==> src/rtl/time_set_ctrl_pkg.sv <==
// time_set_ctrl_pkg
// Shared definitions for the front-panel time-setting controller.
//   SELECT_* : field codes driven on `select` and decoded by the
//              time-keeping and alarm blocks.
//   next_select : mode-button field rotation NONE->SEC->MIN->HOUR->NONE.
package time_set_ctrl_pkg;

  localparam logic [1:0] SELECT_NONE = 2'd0;
  localparam logic [1:0] SELECT_SEC  = 2'd1;
  localparam logic [1:0] SELECT_MIN  = 2'd2;
  localparam logic [1:0] SELECT_HOUR = 2'd3;

  function automatic logic [1:0] next_select(input logic [1:0] cur);
    logic [1:0] nxt;
    case (cur)
      SELECT_NONE: nxt = SELECT_SEC;
      SELECT_SEC:  nxt = SELECT_MIN;
      SELECT_MIN:  nxt = SELECT_HOUR;
      default:     nxt = SELECT_NONE;
    endcase
    return nxt;
  endfunction

endpackage

==> src/rtl/time_set_ctrl_debouncer.sv <==
// debouncer
// Two-flop synchronizer followed by a stability counter. The debounced
// level follows the synchronized input only after the two have differed
// for CYCLES consecutive cycles; any return to agreement restarts the count.
// Raw edge to debounced edge latency is 2 + CYCLES cycles.
// Ports:
//   clk     in  : system clock
//   reset_n in  : synchronous active-low reset
//   raw     in  : asynchronous button input, active-high
//   level   out : debounced level
module debouncer #(
  parameter int unsigned CYCLES = 1_000_000
) (
  input  logic clk,
  input  logic reset_n,
  input  logic raw,
  output logic level
);

  localparam int unsigned CW = $clog2(CYCLES + 1);

  logic          sync1;
  logic          sync2;
  logic [CW-1:0] cnt;

  always_ff @(posedge clk) begin
    if (!reset_n) begin
      sync1 <= 1'b0;
      sync2 <= 1'b0;
      cnt   <= '0;
      level <= 1'b0;
    end else begin
      sync1 <= raw;
      sync2 <= sync1;
      if (sync2 == level) begin
        cnt <= '0;
      end else if (cnt == CW'(CYCLES - 1)) begin
        // This cycle is the CYCLES-th consecutive disagreement.
        level <= sync2;
        cnt   <= '0;
      end else begin
        cnt <= cnt + 1'b1;
      end
    end
  end

endmodule

==> src/rtl/time_set_ctrl.sv <==
// time_set_ctrl
// Front-panel setting controller: turns the raw mode and increment buttons
// into the select/increment field-setting interface.
// Optional feature: define TIME_SET_AUTO_REPEAT_EN to enable hold-to-repeat
// increment pulses; without it exactly one pulse is issued per press.
// Ports:
//   clk       in      : system clock (single domain)
//   reset_n   in      : synchronous active-low reset
//   btn_mode  in      : raw mode button, active-high
//   btn_inc   in      : raw increment button, active-high
//   select    out [2] : field under edit (SELECT_* codes)
//   increment out     : single-cycle increment pulse
//   setting   out     : high whenever select != SELECT_NONE
module time_set_ctrl
  import time_set_ctrl_pkg::*;
#(
  parameter int unsigned DEBOUNCE_CYCLES = 1_000_000,
  parameter int unsigned HOLD_CYCLES     = 50_000_000,
  parameter int unsigned REPEAT_CYCLES   = 10_000_000,
  parameter int unsigned TIMEOUT_CYCLES  = 1_000_000_000
) (
  input  logic       clk,
  input  logic       reset_n,
  input  logic       btn_mode,
  input  logic       btn_inc,
  output logic [1:0] select,
  output logic       increment,
  output logic       setting
);

  // Repeat period below 2 would merge consecutive pulses.
  if (REPEAT_CYCLES < 2 || HOLD_CYCLES < 1 || DEBOUNCE_CYCLES < 1 || TIMEOUT_CYCLES < 1) begin : g_bad_params
    $error("time_set_ctrl: invalid cycle parameters");
  end

  typedef enum logic [1:0] {
    INC_IDLE         = 2'd0,
    INC_WAIT_RELEASE = 2'd1
`ifdef TIME_SET_AUTO_REPEAT_EN
    ,
    INC_HOLD         = 2'd2,
    INC_REPEAT       = 2'd3
`endif
  } inc_state_t;

  localparam int unsigned TO_W = $clog2(TIMEOUT_CYCLES + 1);

  logic mode_level, inc_level;
  logic mode_prev, inc_prev;
  logic mode_press, inc_press, any_press;
  logic timeout_hit;

  logic [1:0]      select_next;
  logic [TO_W-1:0] to_cnt, to_next;
  inc_state_t      state, state_next;
  logic            inc_next;

`ifdef TIME_SET_AUTO_REPEAT_EN
  localparam int unsigned RC_MAX = (HOLD_CYCLES > REPEAT_CYCLES) ? HOLD_CYCLES : REPEAT_CYCLES;
  localparam int unsigned RC_W   = $clog2(RC_MAX + 1);
  logic [RC_W-1:0] rep_cnt, rep_next;
`endif

  debouncer #(.CYCLES(DEBOUNCE_CYCLES)) u_db_mode (
    .clk     (clk),
    .reset_n (reset_n),
    .raw     (btn_mode),
    .level   (mode_level)
  );

  debouncer #(.CYCLES(DEBOUNCE_CYCLES)) u_db_inc (
    .clk     (clk),
    .reset_n (reset_n),
    .raw     (btn_inc),
    .level   (inc_level)
  );

  assign mode_press = mode_level & ~mode_prev;
  assign inc_press  = inc_level & ~inc_prev;
  assign any_press  = mode_press | inc_press;

  // A press or a held inc button in the same cycle keeps setting mode alive.
  assign timeout_hit = (select != SELECT_NONE) && !inc_level && !any_press &&
                       (to_cnt == TO_W'(TIMEOUT_CYCLES - 1));

  always_comb begin
    select_next = select;
    if (mode_press) begin
      select_next = next_select(select);
    end else if (timeout_hit) begin
      select_next = SELECT_NONE;
    end
  end

  always_comb begin
    to_next = to_cnt;
    if (any_press || inc_level || timeout_hit || select == SELECT_NONE) begin
      to_next = '0;
    end else if (to_cnt != TO_W'(TIMEOUT_CYCLES)) begin
      to_next = to_cnt + 1'b1;
    end
  end

  always_comb begin
    state_next = state;
    inc_next   = 1'b0;
`ifdef TIME_SET_AUTO_REPEAT_EN
    rep_next   = rep_cnt;
`endif
    if (timeout_hit) begin
      state_next = INC_IDLE;
    end else begin
      case (state)
        INC_IDLE: begin
          if (inc_press) begin
            // Mode wins a simultaneous press; NONE has no field to bump.
            if (mode_press || select == SELECT_NONE) begin
              state_next = INC_WAIT_RELEASE;
            end else begin
              inc_next = 1'b1;
`ifdef TIME_SET_AUTO_REPEAT_EN
              state_next = INC_HOLD;
              rep_next   = '0;
`else
              state_next = INC_WAIT_RELEASE;
`endif
            end
          end
        end
`ifdef TIME_SET_AUTO_REPEAT_EN
        INC_HOLD: begin
          if (!inc_level) begin
            state_next = INC_IDLE;
          end else if (mode_press) begin
            state_next = INC_WAIT_RELEASE;
          end else if (rep_cnt == RC_W'(HOLD_CYCLES - 1)) begin
            inc_next   = 1'b1;
            state_next = INC_REPEAT;
            rep_next   = '0;
          end else begin
            rep_next = rep_cnt + 1'b1;
          end
        end
        INC_REPEAT: begin
          if (!inc_level) begin
            state_next = INC_IDLE;
          end else if (mode_press) begin
            state_next = INC_WAIT_RELEASE;
          end else if (rep_cnt == RC_W'(REPEAT_CYCLES - 1)) begin
            inc_next = 1'b1;
            rep_next = '0;
          end else begin
            rep_next = rep_cnt + 1'b1;
          end
        end
`endif
        INC_WAIT_RELEASE: begin
          if (!inc_level) begin
            state_next = INC_IDLE;
          end
        end
        default: state_next = INC_IDLE;
      endcase
    end
  end

  always_ff @(posedge clk) begin
    if (!reset_n) begin
      mode_prev <= 1'b0;
      inc_prev  <= 1'b0;
      select    <= SELECT_NONE;
      setting   <= 1'b0;
      increment <= 1'b0;
      to_cnt    <= '0;
      state     <= INC_IDLE;
`ifdef TIME_SET_AUTO_REPEAT_EN
      rep_cnt   <= '0;
`endif
    end else begin
      mode_prev <= mode_level;
      inc_prev  <= inc_level;
      select    <= select_next;
      setting   <= (select_next != SELECT_NONE);
      increment <= inc_next;
      to_cnt    <= to_next;
      state     <= state_next;
`ifdef TIME_SET_AUTO_REPEAT_EN
      rep_cnt   <= rep_next;
`endif
    end
  end

endmodule

==> config.mk <==
export PLATFORM = sky130hd
export DESIGN_NAME = time_set_ctrl
export DESIGN_NICKNAME = d
export VERILOG_FILES = /design/src/rtl/time_set_ctrl_pkg.sv /design/src/rtl/time_set_ctrl_debouncer.sv /design/src/rtl/time_set_ctrl.sv
export SDC_FILE = /design/constraint.sdc
export NUM_CORES = 1
export LEC_CHECK = 0
export CORE_ASPECT_RATIO = 0.7
export CORE_MARGIN = 8
export CORE_UTILIZATION = 25
export CTS_CLUSTER_SIZE = 8
export DETAILED_ROUTE_END_ITERATION = 16
export GPL_TIMING_DRIVEN = 0
export PLACE_DENSITY = 0.36
export SLEW_MARGIN = 20
export SYNTH_ARGS = -nofsm -noshare
export SYNTH_HDL_FRONTEND = slang
export SYNTH_SLANG_ARGS = --single-unit
==> constraint.sdc <==
create_clock -name clk -period 2 [get_ports clk]
set_clock_uncertainty 0.2 [all_clocks]
set_input_delay 0.5 -clock clk [delete_from_list [all_inputs] [get_ports clk]]
set_output_delay 0.5 -clock clk [all_outputs]
set_load 0.01 [all_outputs]
==> results.tsv <==
metric	value	unit
sequential fraction of the synthesis area	0.4551	
worst hold stages	1	
Mapped Cells	415	
Comb power frac	0.024	
crit path DAT	2.06	ns
DR iter-0 viols	190	
Worst Reg2Reg Path Length in Cells	7	
worst setup margin	-0.03121	ns
share of the synthesized area in the top cell type	0.4551	
Synth area leaders	dfxtp_1 (46%), xor2_1 (12%), nor2_1 (8.3%)	
crit path kind	reg2reg	
Synth Flop Type	dfxtp_1	
Int Pwr	2.677	mW
Reg clk slew, reported paths	0.07	ns
Peak Freq	492.3	MHz
Avg Cell Area, Syn	8.798	um^2
Clk network pwr share	0.492	
failing checks	setup timing	
WL per Instance	12.29	um
Yosys cell types	36	
Sequential Power Share	0.484	
Design Area, Final	4627	um^2
switching part of the total	0.2212	
Filler Cells Inserted	1506	
Area Overhead vs Synth	26.73	%
antenna diode count	0	
Startpoint Class	register	
CTS max path bufs	2	
Seq cells post-synth	83	
reg2reg setup slack	-0.03	ns
Tot GR Track Use	0.09075	
CP max FO	6	
Slowest-stage cell, CP	or4_4	
DRC	0	
number of synthesized flops with an enable pin	0	
ys async rst share	0	
Peak VDD IR	0.0003383	V
critical path depth	7	
vias in the first global route	2630	
gr ovfl total	0	
status	finished with violations	
core area	14490	um^2
worst r2r src	to_cnt[1]	
nets@finish	458	
first-pass GRT wire length	13.44	mm
buffers and inverters on the worst path	1	
syn_nets	425	
HP Start	inc_prev	
Netlist Area Pre-Place	3651	um^2
Design Power	3.437	mW
Worst-Skew Late Latency	0.34	ns
final WL	7.965	mm
RSZ-0062 raised after global routing	yes	
Root Buffer	clkbuf_16	
hold_buf cts	0	
die height	117.1	um
TritonCTS clock tree	built	
H-tree depth	3	
dpl ws	-0.4979	ns
Final period util	1.016	
Yosys top cell by area	dfxtp_1	
Critical R2R Capture	to_cnt[6]	
Setup Viol. Count Final	20	
clock sinks	83	
port buffer count	7	
Slew Viols, Final	0	
initial antenna violation count	0	
Top Family by Delay on Critical Path	simple AND/OR/NAND/NOR gates	
Vias	2794	
routability cong.	0.7147	
DRT Pass-1 Iters	4	
die width	160.4	um
Pwr Density	742.8	nW/um^2
crit-path cells	ha_4 -> nand4_4 -> or2_4 -> or4_4 -> nand3_4 -> buf_6 -> nor2_1	
Worst Max-Slew Pin Slew	0.4990	ns
Hold EP	increment	
post-route minimum period	2.031	ns
leak pwr	1.525	nW
CTS buffer count	9	
CP Capture Type	register	
# IOs	8	
Initial Util	0.2520	
DP Wirelength	5.283	mm
DRT antenna net count	0	
worst endpoint required time	2.03	ns
vias per inst	4.312	
yosys warns	0	
total die area	18790	um^2
MaxCap Viol Count	0	
Slew HR	0.6655	
P_sw	760.2	uW
Final Hold Fails	0	
Min-Delay Path Class	reg2reg	
CP peak stage delay	0.48	ns
share of cells above drive strength 1	0.1921	
largest net degree at the start of global routing	16	
DP Area	3976	um^2
# rows	37	
## stage by stage
stage	TNS [ns]	hold slack (ns)	std cells	util
floorplan	0	0.1909	415	-
global placement	-18.14	0.2048	617	0.2744
detailed placement	-16.38	0.2110	617	0.2744
CTS	-1.166	0.2206	642	0.3083
global route	-1.718	0.2338	648	0.3193
finish	-0.2353	0.2163	648	0.3193
## cells by family (layout without fill, tap and decap cells)
| family | count (synthesis) | after routing | share of synthesized area |
|---|---|---|---|
| fa+ha+maj | 6 | 6 | 0.02056 |
| flops | 83 | 83 | 0.4551 |
| simple gates | 232 | 232 | 0.3245 |
| buf+inv | 17 | 55 | 0.02159 |
| mux | 3 | 3 | 0.008225 |
| compound gates | 11 | 11 | 0.01885 |
| xor+xnor | 63 | 63 | 0.1511 |
## synth_stat cells (3+ instances only)
master     n
dfxtp_1   83
nor2_1    81
xor2_1    48
nand2_1   32
nand3_1   30
nand4_1   20
xnor2_1   15
nor3_1    13
and3_1    11
inv_1     10
and2_1     7
and4_1     6
ha_1       6
nor4b_1    6
clkbuf_1   5
or3_1      5
a21oi_1    4
nor2b_1    4
nor4_1     4
mux2i_1    3
## worst reg2reg max path, delay by kind of cell (launching register included)
family	cells	cell delay, ns
adders and majority gates	1	0.15
DFF	1	0.36
buffers and inverters	1	0.16
and+or+nand+nor	5	1.04
## metal layers
layer / share of wire / global-route usage / vias to the layer above
met1: 0.56 / 0.1312 / 1275
met5: 0 / 0 / -
li1: - / - / 1484
met3: 0.034 / 0.02935 / 8
met2: 0.39 / 0.1205 / 27
met4: 0.010 / 0.03536 / 0
## power by group through the flow
| stage | clock network, mW | logic (mW) | registers, mW |
|---|---|---|---|
| after floorplan | 0 | 0.0370 | 1.71 |
| after global placement | 0 | 0.0683 | 1.71 |
| after detailed placement | 0 | 0.0685 | 1.71 |
| after CTS | 1.76 | 0.0779 | 1.67 |
| after global routing | 1.83 | 0.0931 | 1.66 |
| final | 1.69 | 0.0824 | 1.66 |
## state kept, by name, summed over array words and instances, names as in the netlist
signal and count:
increment 1, setting 1, select 2, mode_prev 1, u_db_inc.cnt 20, state 1, to_cnt 30, inc_prev 1
u_db_mode.sync2 1, u_db_mode.sync1 1, u_db_mode.level 1, u_db_inc.sync1 1, u_db_inc.level 1, u_db_inc.sync2 1, u_db_mode.cnt 20
## area by class of cell
type	instances	area [um^2]	area share
tap	195	244.0	0.05273
sequential	83	1685	0.3643
timing repair buffer	22	192.7	0.04164
clock buffer	10	229.0	0.04949
clock inverter	6	71.32	0.01541
multi-input combinational	315	2110	0.4559
inverter	10	37.54	0.008112
buffer	7	57.56	0.01244
## worst max-delay path by stage
stage | start | to | slack, ns
after floorplan | to_cnt[0] | to_cnt[11] | 0.02
after global placement | to_cnt[9] | to_cnt[29] | -0.53
after detailed placement | to_cnt[9] | to_cnt[29] | -0.50
after CTS | to_cnt[0] | to_cnt[22] | -0.06
after global routing | to_cnt[1] | to_cnt[6] | -0.10
final | to_cnt[1] | to_cnt[6] | -0.03
## layout by cell type (no fill, tap or decap), types with 5 or more instances in the layout
cell,Yosys,final
dfxtp_2,0,10
nor2_1,81,69
or3_1,5,5
xnor2_1,15,15
and4_1,6,5
nor3_2,0,8
dfxtp_1,83,70
inv_1,10,10
and3_1,11,10
nor2_2,0,11
nand4_1,20,20
buf_4,0,12
clkbuf_16,0,9
xor2_1,48,48
buf_6,2,5
nand2_1,32,32
nand3_1,30,30
clkdlybuf4s50_1,0,6
and2_1,7,7
## what timing repair did
| item | 4_1_cts | 5_1_grt |
|---|---|---|
| gates resized for setup | 33 | 41 |
| cloned | 2 | 0 |
| setup buffers | 7 | 6 |
| pin swaps | 25 | 7 |
| setup endpoints to repair | 68 | 72 |
Power figures use the tool's default switching activity.
